$ cat config.mk
export PLATFORM = sky130hd
export DESIGN_NAME = perifericos_hamming_top
export DESIGN_NICKNAME = d
export VERILOG_FILES = /design/src/rtl/hamming_pkg.sv /design/src/rtl/hamming_secded_enc.sv /design/src/rtl/perifericos_hamming_top.sv
export SDC_FILE = /design/constraint.sdc
export NUM_CORES = 1
export LEC_CHECK = 0
export BUFFER_PORTS_ARGS = -buffer_cell sky130_fd_sc_hd__buf_2
export CORE_MARGIN = 2
export CORE_UTILIZATION = 45
export CTS_CLUSTER_DIAMETER = 120
export DETAILED_ROUTE_END_ITERATION = 8
export MAX_ROUTING_LAYER = met4
export PLACE_DENSITY_LB_ADDON = 0.2
export SLEW_MARGIN = 40
export SYNTH_ARGS = -nofsm -noshare
export SYNTH_HDL_FRONTEND = slang
export SYNTH_SLANG_ARGS = --single-unit
$ cat constraint.sdc
create_clock -name clk -period 2.45 [get_ports clk]
set_input_delay 0.49 -clock clk [delete_from_list [all_inputs] [get_ports clk]]
set_output_delay 0.49 -clock clk [all_outputs]
set_load 0.005 [all_outputs]
$ cat src/rtl/hamming_pkg.sv
// Shared definitions for the SECDED(32,26) Hamming peripheral.
// Holds the codeword geometry, the data-bit to Hamming-position map,
// the data extraction helper and the register-select encodings.
// Optional decoder build switch used by the top: HAMMING_DECODE_EN.
package hamming_pkg;

  localparam int DATA_W = 26;
  localparam int CODE_W = 32;
  localparam int NPAR   = 5;

  // Hamming positions (1-based) holding the parity bits
  localparam logic [4:0] PAR_POS [NPAR] = '{5'd1, 5'd2, 5'd4, 5'd8, 5'd16};

  // Register select encodings on reg_sel_i
  localparam logic SEL_DATA = 1'b0;
  localparam logic SEL_CODE = 1'b1;

  // Hamming position (1..31) of data bit idx: the idx-th non power-of-two
  function automatic logic [4:0] data_pos(input int idx);
    logic [4:0] pos;
    int         cnt;
    pos = '0;
    cnt = 0;
    for (int p = 1; p < 32; p++) begin
      if ((p & (p - 1)) != 0) begin
        if (cnt == idx) pos = p[4:0];
        cnt++;
      end
    end
    return pos;
  endfunction

  // Pull the 26 payload bits back out of a codeword
  function automatic logic [DATA_W-1:0] extract_data(input logic [CODE_W-1:0] c);
    logic [DATA_W-1:0] d;
    d = '0;
    for (int i = 0; i < DATA_W; i++) begin
      d[i] = c[data_pos(i) - 5'd1];
    end
    return d;
  endfunction

endpackage

$ cat src/rtl/hamming_secded_enc.sv
// Combinational SECDED(32,26) encoder.
// Code bit k-1 carries Hamming position k (1..31); bit 31 is overall even parity.
module hamming_secded_enc
  import hamming_pkg::*;
(
  input  logic [DATA_W-1:0] data_i,
  output logic [CODE_W-1:0] code_o
);

  logic [CODE_W-1:0] code_c;
  logic              par_c;

  // Scatter data into non-parity positions, then fill parity and overall bits
  always_comb begin
    code_c = '0;
    par_c  = 1'b0;
    for (int i = 0; i < DATA_W; i++) begin
      code_c[data_pos(i) - 5'd1] = data_i[i];
    end
    // Parity slots are still zero here, so including them in the XOR is harmless
    for (int j = 0; j < NPAR; j++) begin
      par_c = 1'b0;
      for (int k = 1; k < 32; k++) begin
        if (((k >> j) & 1) == 1) par_c = par_c ^ code_c[k-1];
      end
      code_c[PAR_POS[j] - 5'd1] = par_c;
    end
    code_c[CODE_W-1] = ^code_c[CODE_W-2:0];
  end

  assign code_o = code_c;

endmodule

$ cat src/rtl/perifericos_hamming_top.sv
// Memory-mapped Hamming SECDED(32,26) encoder peripheral.
// sel 0 = DATA (26-bit payload), sel 1 = CODE (32-bit codeword).
// A DATA write arms an encode that lands in CODE on the following edge.
// Build option HAMMING_DECODE_EN adds CODE writes with single-error
// correction / double-error detection and sec/ded status in DATA[31:30].
module perifericos_hamming_top
  import hamming_pkg::*;
(
  input  logic              clk,
  input  logic              rst,
  input  logic              wr_i,
  input  logic              reg_sel_i,
  input  logic [CODE_W-1:0] entrada_i,
  output logic [CODE_W-1:0] salida_o
);

  logic [DATA_W-1:0] data_q, data_d;
  logic [CODE_W-1:0] code_q, code_d;
  logic              enc_pend_q, enc_pend_d;
  logic [CODE_W-1:0] enc_code;

  hamming_secded_enc u_enc (
    .data_i (data_q),
    .code_o (enc_code)
  );

`ifdef HAMMING_DECODE_EN
  logic              dec_pend_q, dec_pend_d;
  logic              sec_q, sec_d;
  logic              ded_q, ded_d;
  logic [DATA_W-1:0] rx_data;
  logic [CODE_W-1:0] rx_chk;
  logic [CODE_W-1:0] dec_code;
  logic [DATA_W-1:0] dec_data;
  logic [4:0]        syn;
  logic              ovr_par;
  logic              dec_sec;
  logic              dec_ded;

  // Re-encode the payload seen in the received word; parity mismatches form the syndrome
  assign rx_data = extract_data(code_q);

  hamming_secded_enc u_chk (
    .data_i (rx_data),
    .code_o (rx_chk)
  );

  // Syndrome / overall-parity classification and single-bit correction
  always_comb begin
    syn      = '0;
    ovr_par  = ^code_q;
    dec_code = code_q;
    dec_sec  = 1'b0;
    dec_ded  = 1'b0;
    for (int j = 0; j < NPAR; j++) begin
      syn[j] = code_q[PAR_POS[j] - 5'd1] ^ rx_chk[PAR_POS[j] - 5'd1];
    end
    if (ovr_par) begin
      dec_sec = 1'b1;
      if (syn != 5'd0) dec_code[syn - 5'd1] = ~dec_code[syn - 5'd1];
      else             dec_code[CODE_W-1]   = ~dec_code[CODE_W-1];
    end else if (syn != 5'd0) begin
      dec_ded = 1'b1;
    end
  end

  assign dec_data = extract_data(dec_code);
`else
  // Upper write-data bits only matter when CODE writes are supported
  logic unused_wr_hi;
  assign unused_wr_hi = ^entrada_i[CODE_W-1:DATA_W];
`endif

  // Next-state: pending operations complete first, a write on the same edge overrides
  always_comb begin
    data_d     = data_q;
    code_d     = code_q;
    enc_pend_d = enc_pend_q;
`ifdef HAMMING_DECODE_EN
    dec_pend_d = dec_pend_q;
    sec_d      = sec_q;
    ded_d      = ded_q;
`endif

    if (enc_pend_q) begin
      code_d     = enc_code;
      enc_pend_d = 1'b0;
    end

`ifdef HAMMING_DECODE_EN
    if (dec_pend_q) begin
      data_d     = dec_data;
      code_d     = dec_code;
      sec_d      = dec_sec;
      ded_d      = dec_ded;
      dec_pend_d = 1'b0;
    end
`endif

    if (wr_i) begin
      if (reg_sel_i == SEL_DATA) begin
        data_d     = entrada_i[DATA_W-1:0];
        enc_pend_d = 1'b1;
`ifdef HAMMING_DECODE_EN
        dec_pend_d = 1'b0;
        sec_d      = 1'b0;
        ded_d      = 1'b0;
`endif
      end else begin
`ifdef HAMMING_DECODE_EN
        code_d     = entrada_i;
        dec_pend_d = 1'b1;
        enc_pend_d = 1'b0;
`endif
      end
    end
  end

  // State registers with synchronous reset
  always_ff @(posedge clk) begin
    if (rst) begin
      data_q     <= '0;
      code_q     <= '0;
      enc_pend_q <= 1'b0;
`ifdef HAMMING_DECODE_EN
      dec_pend_q <= 1'b0;
      sec_q      <= 1'b0;
      ded_q      <= 1'b0;
`endif
    end else begin
      data_q     <= data_d;
      code_q     <= code_d;
      enc_pend_q <= enc_pend_d;
`ifdef HAMMING_DECODE_EN
      dec_pend_q <= dec_pend_d;
      sec_q      <= sec_d;
      ded_q      <= ded_d;
`endif
    end
  end

  // Combinational read mux, no side effects
  always_comb begin
    if (reg_sel_i == SEL_CODE) begin
      salida_o = code_q;
    end else begin
`ifdef HAMMING_DECODE_EN
      salida_o = {sec_q, ded_q, 4'b0000, data_q};
`else
      salida_o = {{(CODE_W-DATA_W){1'b0}}, data_q};
`endif
    end
  end

endmodule

==> reports/metrics.sh <==
CP.BUFFERS_INVERTERS=0
GRT_ANTENNA_BEFORE_REPAIR=0
CTS.CLK_SLEW.WORST_PATHS_NS=0.07
POST-SYNTH-TOP-COUNT-CELL='sky130_fd_sc_hd__dfxtp_1'
FINALHOLDVIOLCOUNT=0
CRITICAL-PATH-TOP-DELAY-FAMILY='XOR/XNOR gates'
CRIT_PATH_END_KIND='register'
LAUNCHING_POINT_OF_THE_WORST_REG2REG_PATH='data_q[10]'
SYN-NUM-NETS=342
CRIT-REG2REG-CAPTURE='code_q[31]'
LAYOUT_MIN_CYCLE_TIME_NS=2.228
HOLD-PATH-CELL-COUNT=3
GRT_UTIL_OVERALL_PCT=19.89
PLACEABLECOREAREA_UM2=6350
YOSYS-TOP-CELLS-COUNT='sky130_fd_sc_hd__dfxtp_1, sky130_fd_sc_hd__nand2_1, sky130_fd_sc_hd__nor2_1'
GROUTE.LAYER.MET3.USAGE_PCT=5.739
GLOBALROUTEOVERFLOWTOTAL=0
REG2REGPATHDEPTH=6
WORST_CASE_HOLD_PATH_END_POINT='data_q[1]'
LEAKAGEPOWER_nW=1.649
CTS_TREE='built'
FIRST_PASS_ITERS=4
ANTENNADIODECOUNT=0
DETAIL_ROUTE.WL_PER_CELL_UM=14.72
CTS.HTREE.LEVELS=3
PORTION_OF_SYNTHESIZED_CELL_AREA_OCCUPIED_BY_THE_LEADING_CELL_TYPE_PCT=39.83
IO_BUFFER_COUNT=61
REG2REG_SETUP_SLACK_NS=0.22
SYN_AREA_UM2=2965
GP_ROUTABILITY_CONGESTION=0.7748
WORST_VDD_RAIL_IR_DROP_uV=384.9
TRITONCTS.NUM_BUFFERS=9
FP.DIEAREA_UM2=7255
GRT-BUSIEST-LAYER='met2'
YOSYSSEQAREASHARE_PCT=39.83
POWER.INTERNAL_W=0.001842
MAXCAPVIOLATIONS=0
AVGSYNTHCELLAREA_UM2=9.691
MAX_FREQ_GHz=0.4489
ROOT_BUFFER='sky130_fd_sc_hd__clkbuf_8'
ROWS=29
CRIT_REQUIRED_NS=2.72
YOSYS_WARNINGS=0
CLKLATENCYLATEPIN_NS=0.34
RUN_STATUS='complete, no violations'
RSZ0062_AT_GRT='no'
GRT_FIRST_PASS_WIRELENGTH_MM=10.84
POWER.CLOCK.FRACTION_PCT=34.1
CRIT_PATH_START_KIND='register'
MAX_SLEW_VIOLATION_COUNT=0
FIRST_ITER_VIOLATIONS=79
FIN_TNS_SETUP_NS=0
USE_MET1_PCT=26.90
START_UTIL_PCT=46.70
AREA_OVERHEAD_OF_THE_LAYOUT_RELATIVE_TO_SYNTHESIS_PCT=21.65
SETUP_VIOL=0
HOLD_PATH_CLASS='input port to register'
CTS_SINKS=59
SYN-INSTANCE-COUNT=306
POST-LAYOUT-TOTAL-POWER_W=0.002474
ROUTED_VIA_COUNT_DIVIDED_BY_CELL_COUNT=5.007
SYNTH.LARGEST_AREA_CELL='sky130_fd_sc_hd__dfxtp_1'
GRT_UTIL_MET2_PCT=28.41
SYNTH_TOP_FLOP_CELL='sky130_fd_sc_hd__dfxtp_1'
DETAIL_ROUTE.WIRELENGTH_MM=6.637
CHIPWIDTH_UM=85.18
CP_SLOWEST_CELL='sky130_fd_sc_hd__dfxtp_1'
DRC=0
TOTAL_NUMBER_OF_NETS_IN_THE_FINAL_DESIGN=407
POWER_FRAC_COMB_PCT=23.8
SLEW_HEADROOM_PCT=58.48
CRIT_TOP_CELL='sky130_fd_sc_hd__xnor3_1'
FINAL.SETUP_SKEW_NS=0.007676
GRT_PASS1_VIAS=2198
GRT_START_MAX_NET_PINS=35
TIMING_WORST_SLEW_PIN_VALUE_NS=0.6228
BUFFER_COUNT_FROM_POST_CTS_SETUP_FIXING=0
CTS-ROOT-TO-SINK-BUFFERS=2
PLACE.DETAILED.HPWL_MM=4.436
SETUP.WORST_PATH.CLASS='register to register'
IOPINCOUNT=68
CTS_RESIZED=0
POSTCTSHOLDBUFS=0
DIE_Y_UM=85.18
POWER.SHARE.SWITCHING_PCT=25.57
SHARE_OF_SYNTHESIZED_FLIP_FLOPS_WITH_AN_ASYNCHRONOUS_SET_OR_RESET_PCT=0
LAYOUT_WORST_PATH_CYCLE_SHARE_PCT=90.93
FINAL_ANTENNA_NET_COUNT=0
ENDPOINT_ARRIVAL_TIME_ON_THE_CRITICAL_PATH_NS=2.50
POSTSYNTHREGISTERBITS=59
SYNTH_ENABLE_FLOP_CELLS=0
TIMING.CRITICAL_PATH.CELLS='xnor2_1 > xnor3_2 > xnor3_1 > xnor2_2 > xnor3_1 > o21ai_1'
SEQPWRFRAC_PCT=42.1
CELL_TYPES_WITH_THE_LARGEST_AREA_SHARE_AFTER_SYNTHESIS='sky130_fd_sc_hd__dfxtp_1, sky130_fd_sc_hd__mux2_2, sky130_fd_sc_hd__mux2i_1'
FINAL_LAYOUT_SIZE_SUFFIX_GT1_SHARE_PCT=32.62
SYNTH_CELL_TYPE_COUNT=19
TOTAL_SWITCHING_POWER_W=0.0006327
CELLPOWERDENSITY_nW_PER_UM2=685.9
MAX_STAGE_DELAY_NS=0.48
ROUTE.VIAS.TOTAL=2258
WORST_HOLD_STARTPOINT='entrada_i[1]'
CRITICAL_PATH_PEAK_FANOUT=5
[through the flow]
step | cell area (µm²) | cells | worst slack [ns] | util (%) | hold slack (ns)
floorplan | 2965 | 306 | 0.3015 | - | 0.4208
global placement | 3426 | 437 | 0.2835 | 53.95 | 0.4581
detailed placement | 3426 | 437 | 0.2383 | 53.95 | 0.4559
CTS | 3607 | 451 | 0.2235 | 56.81 | 0.3680
global route | 3607 | 451 | 0.1607 | 56.81 | 0.3780
finish | 3607 | 451 | 0.2223 | 56.81 | 0.3799
[power by group through the flow]
| stage | Sequential, W | Clock [W] | Combinational, W |
|---|---|---|---|
| floorplan | 0.00105 | 0 | 0.000471 |
| detailed placement | 0.00106 | 0 | 0.000592 |
| global route | 0.00105 | 0.000910 | 0.000633 |
| global placement | 0.00106 | 0 | 0.000584 |
| finish | 0.00104 | 0.000844 | 0.000589 |
| CTS | 0.00104 | 0.000864 | 0.000594 |
[cells in the final DEF, fill, tap and decap left out]
| cell type | count |
|---|---|
| sky130_fd_sc_hd__mux2i_1 | 28 |
| sky130_fd_sc_hd__inv_1 | 1 |
| sky130_fd_sc_hd__dfxtp_1 | 58 |
| sky130_fd_sc_hd__clkbuf_8 | 10 |
| sky130_fd_sc_hd__buf_12 | 2 |
| sky130_fd_sc_hd__xor2_1 | 8 |
| sky130_fd_sc_hd__and2_1 | 6 |
| sky130_fd_sc_hd__o21ai_1 | 1 |
| sky130_fd_sc_hd__xnor3_1 | 9 |
| sky130_fd_sc_hd__buf_4 | 13 |
| sky130_fd_sc_hd__bufinv_16 | 1 |
| sky130_fd_sc_hd__a21oi_1 | 29 |
| sky130_fd_sc_hd__nor2b_2 | 1 |
| sky130_fd_sc_hd__nor2_1 | 32 |
| sky130_fd_sc_hd__nand2_1 | 53 |
| sky130_fd_sc_hd__xnor2_2 | 1 |
| sky130_fd_sc_hd__mux2_2 | 26 |
| sky130_fd_sc_hd__dfxtp_2 | 1 |
| sky130_fd_sc_hd__nand2b_1 | 6 |
| sky130_fd_sc_hd__xnor3_2 | 4 |
| sky130_fd_sc_hd__clkbuf_1 | 1 |
| sky130_fd_sc_hd__xor3_1 | 1 |
| sky130_fd_sc_hd__clkinv_2 | 2 |
| sky130_fd_sc_hd__xnor2_1 | 19 |
| sky130_fd_sc_hd__buf_2 | 61 |
[flip-flops by register name (all words and copies together), names as in the netlist]
| name | cells |
|---|---|
| data_q | 26 |
| code_q | 32 |
| enc_pend_q | 1 |
[tightest hold or removal path: cells and delay by family]
| kind | cells | cell delay, ns |
|---|---|---|
| simple gates | 1 | 0.04 |
| buf+inv | 1 | 0.09 |
| compound gates | 1 | 0.05 |
[cells by family after synthesis]
logic type	synth area share, %
AND/OR/NAND/NOR	13.50
flip-flops	39.83
multiplexers	19.32
XOR/XNOR	19.37
AO/OA/AOI/OAI	5.063
buffers and inverters	2.911
[worst max-delay path by stage]
| stage | end | start | depth (start not counted) |
|---|---|---|---|
| after floorplan | code_q[31] | data_q[25] | 6 |
| after detailed placement | code_q[31] | data_q[10] | 6 |
| after global placement | code_q[31] | data_q[25] | 6 |
| after global routing | code_q[31] | data_q[25] | 6 |
| after CTS | code_q[31] | data_q[10] | 6 |
| final | code_q[31] | data_q[10] | 6 |
[area by class of cell]
type                       count  area (µm²)
inverter                       1       3.754
multi-input combinational    224        1700
sequential                    59        1182
fill                         569        2743
clock buffer                  11       141.4
timing repair buffer          76       442.9
clock inverter                 3       40.04
tap                           77       96.34
[routing by layer]
layer | share of wire (%) | up-vias
met4 | 1.6 | 0
li1 | - | 1134
met5 | 0 | -
met3 | 4.7 | 10
met1 | 49 | 1067
met2 | 45 | 47
Note: power is estimated with default switching activity, not from simulation.
